$ cat src/rtl/and2_tester.sv
// and2_tester: sequential stimulus/response checker for a 2-input AND gate.
// Sweeps {a,b} through 00,01,10,11 LOOPS times, holds each vector for
// SETTLE_CYCLES+1 cycles, samples y_in in the last cycle and counts mismatches.
//
// Parameters:
//   SETTLE_CYCLES  cycles each vector is held before sampling (>=1)
//   LOOPS          full 4-vector sweeps per run (>=1)
// Ports:
//   clk, rst_n     clock, asynchronous active-low reset
//   start          run request, sampled only in IDLE
//   y_in           gate output under test
//   a_out, b_out   registered drive to the gate inputs
//   busy           high from start acceptance through the done cycle
//   done           one-cycle end-of-run pulse
//   pass           last completed run had zero mismatches
//   err_count      mismatch count, saturating at 255
//   vec_idx        index of the vector currently driven
// Optional feature (macro AND2_TESTER_FAIL_CAPTURE_EN):
//   fail_valid     first mismatch of the run has been seen
//   fail_vec       vec_idx of that first mismatch
module and2_tester #(
   parameter int unsigned SETTLE_CYCLES = 2,
   parameter int unsigned LOOPS         = 1
) (
   input  logic       clk,
   input  logic       rst_n,
   input  logic       start,
   input  logic       y_in,
   output logic       a_out,
   output logic       b_out,
   output logic       busy,
   output logic       done,
   output logic       pass,
   output logic [7:0] err_count,
   output logic [1:0] vec_idx
`ifdef AND2_TESTER_FAIL_CAPTURE_EN
   ,
   output logic       fail_valid,
   output logic [1:0] fail_vec
`endif
);

   localparam int unsigned CNT_W  = $clog2(SETTLE_CYCLES + 1);
   localparam int unsigned LOOP_W = (LOOPS > 1) ? $clog2(LOOPS) : 1;
   localparam logic [CNT_W-1:0]  SETTLE_LOAD = CNT_W'(SETTLE_CYCLES);
   localparam logic [LOOP_W-1:0] LOOP_LAST   = LOOP_W'(LOOPS - 1);

   typedef enum logic [1:0] {IDLE, SETTLE, SAMPLE, DONE} state_t;

   state_t            state, state_d;
   logic [CNT_W-1:0]  settle_cnt, settle_cnt_d;
   logic [LOOP_W-1:0] loop_cnt, loop_cnt_d;
   logic              a_d, b_d, busy_d, done_d, pass_d;
   logic [7:0]        err_d, err_next;
   logic [1:0]        vec_d, vec_next;
   logic              mismatch;
`ifdef AND2_TESTER_FAIL_CAPTURE_EN
   logic              fail_valid_d;
   logic [1:0]        fail_vec_d;
`endif

   // State and output registers
   always_ff @(posedge clk or negedge rst_n) begin
      if (!rst_n) begin
         state      <= IDLE;
         settle_cnt <= '0;
         loop_cnt   <= '0;
         a_out      <= 1'b0;
         b_out      <= 1'b0;
         busy       <= 1'b0;
         done       <= 1'b0;
         pass       <= 1'b0;
         err_count  <= 8'd0;
         vec_idx    <= 2'd0;
`ifdef AND2_TESTER_FAIL_CAPTURE_EN
         fail_valid <= 1'b0;
         fail_vec   <= 2'd0;
`endif
      end else begin
         state      <= state_d;
         settle_cnt <= settle_cnt_d;
         loop_cnt   <= loop_cnt_d;
         a_out      <= a_d;
         b_out      <= b_d;
         busy       <= busy_d;
         done       <= done_d;
         pass       <= pass_d;
         err_count  <= err_d;
         vec_idx    <= vec_d;
`ifdef AND2_TESTER_FAIL_CAPTURE_EN
         fail_valid <= fail_valid_d;
         fail_vec   <= fail_vec_d;
`endif
      end
   end

   // Next-state and next-output logic
   always_comb begin
      state_d      = state;
      settle_cnt_d = settle_cnt;
      loop_cnt_d   = loop_cnt;
      a_d          = a_out;
      b_d          = b_out;
      busy_d       = busy;
      done_d       = 1'b0;
      pass_d       = pass;
      err_d        = err_count;
      vec_d        = vec_idx;
`ifdef AND2_TESTER_FAIL_CAPTURE_EN
      fail_valid_d = fail_valid;
      fail_vec_d   = fail_vec;
`endif
      // Case inequality so an X/Z response is treated as a mismatch
      mismatch = (y_in !== (a_out & b_out));
      err_next = (mismatch && (err_count != 8'd255)) ? err_count + 8'd1 : err_count;
      vec_next = vec_idx + 2'd1;

      case (state)
         IDLE: begin
            a_d = 1'b0;
            b_d = 1'b0;
            if (start) begin
               vec_d        = 2'd0;
               err_d        = 8'd0;
               pass_d       = 1'b0;
               settle_cnt_d = SETTLE_LOAD;
               loop_cnt_d   = '0;
               busy_d       = 1'b1;
`ifdef AND2_TESTER_FAIL_CAPTURE_EN
               fail_valid_d = 1'b0;
               fail_vec_d   = 2'd0;
`endif
               state_d      = SETTLE;
            end
         end
         SETTLE: begin
            if (settle_cnt == CNT_W'(1)) state_d = SAMPLE;
            else settle_cnt_d = settle_cnt - CNT_W'(1);
         end
         SAMPLE: begin
            err_d = err_next;
`ifdef AND2_TESTER_FAIL_CAPTURE_EN
            if (mismatch && !fail_valid) begin
               fail_valid_d = 1'b1;
               fail_vec_d   = vec_idx;
            end
`endif
            if (vec_idx != 2'd3) begin
               vec_d        = vec_next;
               a_d          = vec_next[1];
               b_d          = vec_next[0];
               settle_cnt_d = SETTLE_LOAD;
               state_d      = SETTLE;
            end else if (loop_cnt < LOOP_LAST) begin
               loop_cnt_d   = loop_cnt + LOOP_W'(1);
               vec_d        = 2'd0;
               a_d          = 1'b0;
               b_d          = 1'b0;
               settle_cnt_d = SETTLE_LOAD;
               state_d      = SETTLE;
            end else begin
               // pass uses the count including this final sample
               done_d  = 1'b1;
               pass_d  = (err_next == 8'd0);
               a_d     = 1'b0;
               b_d     = 1'b0;
               state_d = DONE;
            end
         end
         DONE: begin
            a_d     = 1'b0;
            b_d     = 1'b0;
            busy_d  = 1'b0;
            state_d = IDLE;
         end
         default: state_d = IDLE;
      endcase
   end

endmodule

$ cat config.mk
export PLATFORM = sky130hd
export DESIGN_NAME = and2_tester
export DESIGN_NICKNAME = d
export VERILOG_FILES = /design/src/rtl/and2_tester.sv
export SDC_FILE = /design/constraint.sdc
export NUM_CORES = 1
export LEC_CHECK = 0
export CAP_MARGIN = 40
export CORE_UTILIZATION = 45
export CTS_BUF_LIST = sky130_fd_sc_hd__clkbuf_16
export CTS_CLUSTER_DIAMETER = 150
export CTS_CLUSTER_SIZE = 30
export DETAILED_ROUTE_END_ITERATION = 8
export PLACE_DENSITY = 0.66
export SYNTH_ARGS = -nofsm -noshare
export SYNTH_HDL_FRONTEND = slang
export SYNTH_SLANG_ARGS = --single-unit
$ cat constraint.sdc
create_clock -name clk -period 1.92 [get_ports clk]
set_input_delay 0.192 -clock clk [delete_from_list [all_inputs] [get_ports clk]]
set_output_delay 0.192 -clock clk [all_outputs]
set_load 0.02 [all_outputs]
# Word level (Yosys, flattened, before mapping)
# Cells that the tools add are included.
[classes]
bitwise = 1
n_addsub = 4
reduce_logical = 15
magnitude_cmp = 1
n_eq_ne = 14
n_mux = 33
[ops]
columns = ["op", "n"]
rows = [
  ["$mux 2", 11],
  ["$mux 8", 2],
  ["$pmux 8 s2", 1],
  ["$ne 2x2->1 const B", 7],
  ["$reduce_and 4->1", 3],
  ["$mux 1", 11],
  ["$pmux 1 s2", 5],
  ["$add 8x1->8 const B", 1],
  ["$logic_not 8->1", 1],
  ["$ne 8x8->1 const B", 1],
  ["$pmux 2 s4", 1],
  ["$pmux 2 s3", 1],
  ["$reduce_and 2->1", 3],
  ["$reduce_bool 2->1", 3],
  ["$eq 2x1->1 const B", 2],
  ["$eq 2x2->1 const B", 2],
  ["$pmux 2 s2", 1],
  ["$ne 3x3->1 const B", 1],
  ["$reduce_and 3->1", 1],
  ["$reduce_bool 3->1", 1],
  ["$add 2x1->2 const B", 1],
  ["$logic_not 2->1", 1],
  ["$reduce_or 2->1", 1],
  ["$sub 2x1->2 const B", 1],
  ["other kinds (5)", 5],
]
[totals]
in_bits = 4
word_cells = 78
output_inout_bits = 15
ff_bits = 20

# Longest topological paths before layout
[logic_depth]
depth_word = 8
depth_mapped = 8
depth_no_buf = 7

# Worst setup path before layout
# No wires, ideal clock.
[synth_path]
path_type = "reg2reg"
start = "register err_count[0]"
end = "register pass"
path_buffers = 0
stages_incl_launch_ff = 7
setup_time_ns = 0.092
required_ns = 1.828
slack_ns = 0.108
period_less_slack_ns = 1.812
arrival_time_ns = 1.720
cell_sequence = "dfrtp_1 ha_1 nand4_1 a211oi_2 xnor2_1 o211ai_1 o31ai_2"
[synth_between]
elab_chain_len = 7
word_cells_on_any_way = 8
classes_between = "add/sub: 1; eq/ne: 1; mux: 4; reduce/logical: 2"
[synth_rtl]
columns = ["item", "line_no", "source"]
rows = [
  ["from (decl)", "34", "output logic [7:0] err_count,"],
  ["from (signal assigned)", "88", "err_count <= err_d;"],
  ["parallel branches: the longest is 2 deep, another holds $add 8x1->8", "--", ""],
  ["$mux 8 (*)", "115", "err_next = (mismatch && (err_count != 8'd255)) ? err_count + 8'd1 : err_count;"],
  ["$logic_not 8->1 (*)", "164", "pass_d = (err_next == 8'd0);"],
  ["$mux 1 (*)", "154", "end else if (loop_cnt < LOOP_LAST) begin"],
  ["$mux 1 (*)", "148", "if (vec_idx != 2'd3) begin"],
  ["$pmux 1 s2 (*)", "118", "case (state)"],
  ["to (signal assigned)", "87", "pass <= pass_d;"],
  ["to (decl)", "33", "output logic pass,"],
]
# Mark *: on every way between the ends. The select of a mux whose other input is x is not followed.
# A chain may end at the register's enable or synchronous reset.

# Worst setup path in the final report
[layout_path]
start = "register state[0]"
end = "register pass"
[layout_between]
elab_chain_len = 3
word_cells_on_any_way = 8
classes_between = "eq/ne: 4; mux: 1; reduce/logical: 3"
[layout_rtl]
columns = ["item", "line_no", "source"]
rows = [
  ["from (decl)", "50", "state_t state, state_d;"],
  ["from (signal assigned)", "80", "state <= state_d;"],
  ["$eq 2x2->1 or $logic_not 2->1 (tied branches)", "118", ""],
  ["$ne 2x2->1 (no source line) or $reduce_bool 2->1 (tied branches)", "--", ""],
  ["$reduce_and 4->1 (no source line)", "--", ""],
]
# Several ways; a longest one is shown, not always the timed one.

==> run summary <==
Final layout
* Layout Cells excl Fill: 188
* area taken by multi-input logic gates: 775.7 um2
* net count of the finished layout: 171
* fin area: 0.001643 mm2
* area used by sequential logic in the layout: 475.5 um2
* count of inserted antenna diode cells: 0
* share of final-layout standard cells stronger than drive strength 1: 17.83%
* Fill cells: 229
* Area growth, synth to finish: 27.35%

Synthesis
* Seq/Total Area, Yosys: 36.86%
* largest family of logic cells by synthesized area: compound AO/OA/AOI/OAI gates
* post-synthesis share of cell area spent on xor and xnor gates: 1.358%
* count of cell types in the netlist: 43
* Simple-Gate Fraction of Synth Area: 19.88%
* number of synthesis warnings: 0
* number of cells produced by synthesis: 131
* largest cells by area after synthesis: sky130_fd_sc_hd__dfrtp_1, sky130_fd_sc_hd__ha_1, sky130_fd_sc_hd__o21ai_0
* Syn Std Cell Area: 0.001290 mm2
* library cell occupying the most area in the post-synthesis netlist: sky130_fd_sc_hd__dfrtp_1
* Adder-Cell Fraction of Synth Area: 8.729%
* Compound-Gate Fraction of Synth Area: 27.64%
* share of the synthesized area in the top cell type: 36.86%
* register bit total from synthesis: 19
* multiplexer fraction of the synthesized cell area: 1.552%
* net count after synthesis: 144
* post-synthesis area per instance: 9.847 um2

STA
* number of failing setup endpoints in the final timing report: 0
* RSZ-0062 raised after global routing: no
* share of the clock period used by the worst path: 91.50%
* Post-Route Setup TNS: 0 ns
* Relative slew margins: 76.72%
* transition at the pin with the smallest max-transition slack: 0.3491 ns
* peak clock frequency supported by timing: 569.2 MHz
* pins over their slew limit: 0
* hold violation count in the final report: 0
* hold slack: 0.2771 ns
* Clock Skews: 0.004598 ns
* time the final worst path needs with I/O delays and setup: 1.757 ns
* Worst Setup Slack, final: 0.1631 ns

Critical path
* worst reg-to-reg path cell count: 6
* R2R Path End: pass
* r2r setup slk: 0.16 ns
* CP Data Required Time: 2.09 ns
* data arrival time of the critical path: 1.92 ns
* maximum net fanout on the critical path: 6
* startpoint types: register
* WS Path Type: reg2reg
* kind of capture point of the worst setup path: register
* reg2reg start: state[0]

Clock tree
* maximum level of the CTS H-tree: 1
* Skew-Pair Late Insertion Delay: 0.25 ns
* Hold Buf Count CTS: 0
* total clock buffers created by CTS: 3
* post-CTS setup buffer count: 0
* Clock Sinks: 19
* CTS tree: yes
* Clock Tree Root: sky130_fd_sc_hd__clkbuf_16
* clock input transition at the sequential cells of the worst setup and hold paths: 0.06 ns
* maximum buffer depth of the clock tree: 2

GRT
* number of global-route vias before repair: 1071
* peak-usage layer in the global routing report: met2
* global-route met3 utilization: 3.747%
* antenna violations before repair: 0
* pin count of the biggest net entering global routing: 20
* total global routing overflow: 0
* met1 Resource Use GR: 24.32%
* first-pass GRT wire length: 4.830 mm
* GRT Util Overall: 20.09%
* met2 global-route usage: 34.77%

Floorplan
* total I/O pin count: 19
* placement row count: 19
* width of the die: 55.54 um
* Initial Utilization: 47.19%
* die area: 0.003085 mm2
* die extent in y: 55.54 um
* core box area: 0.002734 mm2

Power
* cell-internal power: 1.256 mW
* Power per Cell Area: 1278 mW/mm2
* clock power share: 20.2%
* IR drop worst, VDD: 0.9535 mV
* part of the total power dissipated in combinational logic: 51.1%
* relative contribution of sequential cells to total power: 28.7%
* LEAKAGE: 0.7256 nW
* switching part of the total power: 40.14%
* net switching power of the design: 842.5 uW

Run status
* outcome: complete, no violations

Route
* routed length per instance: 14.89 um
* total detailed-routing wirelength: 2.800 mm
* vias per inst: 5.803
* Residual DRC: 0
* routed vias: 1091
* remaining antenna violation count: 0
* detailed-router iteration count before antenna repair: 4
* drt initial violations: 19

Place
* detailed-placement wirelength estimate: 2.058 mm
* count of input and output buffers: 18
* gpl congestion: 0.8782
* Cell Area, Placed: 0.001551 mm2
* cell count after placement: 184
* Place WS: 0.08556 ns

Worst hold path
* type of the most critical hold path: in2async

Run
* count of max-cap constraint violations: 0

==> metrics by stage <==
step | utilization (%) | total power, mW
2_1_floorplan | - | 1.283
3_3_place_gp | 56.75 | 1.632
3_5_place_dp | 56.75 | 1.654
4_1_cts | 59.63 | 2.098
5_1_grt | 60.09 | 2.262
6_report | 60.09 | 2.099
==> synthesized netlist by cell type <==
| master | instances |
|---|---|
| sky130_fd_sc_hd__nor2_4 | 1 |
| sky130_fd_sc_hd__clkbuf_1 | 2 |
| sky130_fd_sc_hd__nand3_1 | 2 |
| sky130_fd_sc_hd__nor2_1 | 6 |
| sky130_fd_sc_hd__nand3_4 | 1 |
| sky130_fd_sc_hd__nand4_1 | 2 |
| sky130_fd_sc_hd__o31ai_1 | 3 |
| sky130_fd_sc_hd__inv_1 | 7 |
| sky130_fd_sc_hd__nor4_1 | 2 |
| sky130_fd_sc_hd__ha_1 | 9 |
| sky130_fd_sc_hd__a32o_2 | 1 |
| sky130_fd_sc_hd__nand3b_4 | 1 |
| sky130_fd_sc_hd__a2bb2oi_4 | 1 |
| sky130_fd_sc_hd__o31ai_2 | 1 |
| sky130_fd_sc_hd__nand2b_1 | 1 |
| sky130_fd_sc_hd__a2111oi_2 | 1 |
| sky130_fd_sc_hd__a21bo_4 | 1 |
| sky130_fd_sc_hd__o211ai_1 | 1 |
| sky130_fd_sc_hd__a211oi_2 | 1 |
| sky130_fd_sc_hd__and3b_1 | 1 |
| sky130_fd_sc_hd__a41oi_1 | 1 |
| sky130_fd_sc_hd__a21oi_4 | 1 |
| sky130_fd_sc_hd__a22o_1 | 6 |
| sky130_fd_sc_hd__a211oi_1 | 1 |
| sky130_fd_sc_hd__dfrtp_1 | 19 |
| sky130_fd_sc_hd__nor2b_1 | 3 |
| sky130_fd_sc_hd__a31oi_1 | 5 |
| sky130_fd_sc_hd__nand4_2 | 1 |
| sky130_fd_sc_hd__a21o_1 | 1 |
| sky130_fd_sc_hd__xnor2_1 | 2 |
| sky130_fd_sc_hd__a21oi_1 | 5 |
| sky130_fd_sc_hd__nand4b_1 | 1 |
| sky130_fd_sc_hd__and2_4 | 1 |
| sky130_fd_sc_hd__o21ai_1 | 1 |
| sky130_fd_sc_hd__nand2_1 | 12 |
| sky130_fd_sc_hd__buf_4 | 1 |
| sky130_fd_sc_hd__nand4bb_1 | 1 |
| sky130_fd_sc_hd__and4_2 | 1 |
| sky130_fd_sc_hd__mux2i_1 | 2 |
| sky130_fd_sc_hd__o41ai_1 | 1 |
| sky130_fd_sc_hd__o21ai_0 | 14 |
| sky130_fd_sc_hd__buf_2 | 2 |
| sky130_fd_sc_hd__nor3_1 | 4 |
==> kinds of logic after synthesis <==
group / count (synthesis)
xor+xnor: 2
flops: 19
simple gates: 41
mux: 2
compound gates: 46
buf+inv: 12
fa+ha+maj: 9
==> cell usage in the layout, fill, tap and decap left out, types with 2 or more instances in the layout <==
cell type / count
sky130_fd_sc_hd__buf_4: 9
sky130_fd_sc_hd__nand3_1: 2
sky130_fd_sc_hd__mux2i_1: 2
sky130_fd_sc_hd__nor4_1: 2
sky130_fd_sc_hd__nand2_1: 11
sky130_fd_sc_hd__clkdlybuf4s50_1: 18
sky130_fd_sc_hd__o21ai_1: 2
sky130_fd_sc_hd__o31ai_1: 3
sky130_fd_sc_hd__clkbuf_16: 3
sky130_fd_sc_hd__o21ai_0: 13
sky130_fd_sc_hd__nor3_1: 4
sky130_fd_sc_hd__ha_1: 9
sky130_fd_sc_hd__inv_1: 8
sky130_fd_sc_hd__xnor2_1: 2
sky130_fd_sc_hd__nor2_1: 6
sky130_fd_sc_hd__a21oi_1: 5
sky130_fd_sc_hd__a31oi_1: 5
sky130_fd_sc_hd__a22o_1: 6
sky130_fd_sc_hd__nand4_1: 2
sky130_fd_sc_hd__dfrtp_1: 19
sky130_fd_sc_hd__nor2b_1: 2
==> cell type report <==
cell class / count / share of cell area (%)
Multi-Input combinational cell: 100 / 47.22
Timing Repair Buffer: 27 / 15.08
Clock buffer: 3 / 4.570
Inverter: 7 / 1.599
Clock inverter: 1 / 0.2285
Sequential cell: 19 / 28.94
Tap cell: 31 / 2.361
==> what timing repair did <==
item                       4_1_cts  5_1_grt
setup endpoints to repair        0        5
resized for setup                0        4
hold endpoints to repair         0        0
==> flip-flops by register name (all words and copies together) (netlist names) <==
signal / count
a_out: 1
b_out: 1
busy: 1
done: 1
err_count: 8
pass: 1
settle_cnt: 2
state: 2
vec_idx: 2
==> layer usage <==
metal  share of wire, %  vias to the layer above
li1                   -                      544
met1                 45                      524
met2                 50                       18
met3                2.9                        5
met4                1.5                        0
met5                  0                        -
==> power by group through the flow <==
stage,Combinational [mW],Sequential [mW],Clock (mW)
4_1_cts,1.06,0.603,0.440
3_3_place_gp,1.03,0.603,0
3_5_place_dp,1.04,0.610,0
2_1_floorplan,0.613,0.670,0
6_report,1.07,0.603,0.424
5_1_grt,1.19,0.621,0.454
==> critical path: stages (launching register included) <==
cell                        delay, ns
sky130_fd_sc_hd__dfrtp_1         0.43
sky130_fd_sc_hd__inv_1           0.14
sky130_fd_sc_hd__ha_1            0.29
sky130_fd_sc_hd__nand2_1         0.12
sky130_fd_sc_hd__a2111oi_2       0.35
sky130_fd_sc_hd__o211ai_1        0.16
sky130_fd_sc_hd__o31ai_2         0.18
==> worst max path at each step <==
| stage | start | endpoint | slack [ns] | cells past startpoint |
|---|---|---|---|---|
| floorplan | err_count[0] | pass | 0.11 | 6 |
| global placement | y_in | err_count[5] | 0.11 | 6 |
| detailed placement | y_in | err_count[5] | 0.09 | 6 |
| CTS | state[0] | pass | 0.12 | 7 |
| global route | state[0] | pass | 0.02 | 6 |
| finish | state[0] | pass | 0.16 | 6 |
Note: power is estimated with default switching activity, not from simulation.
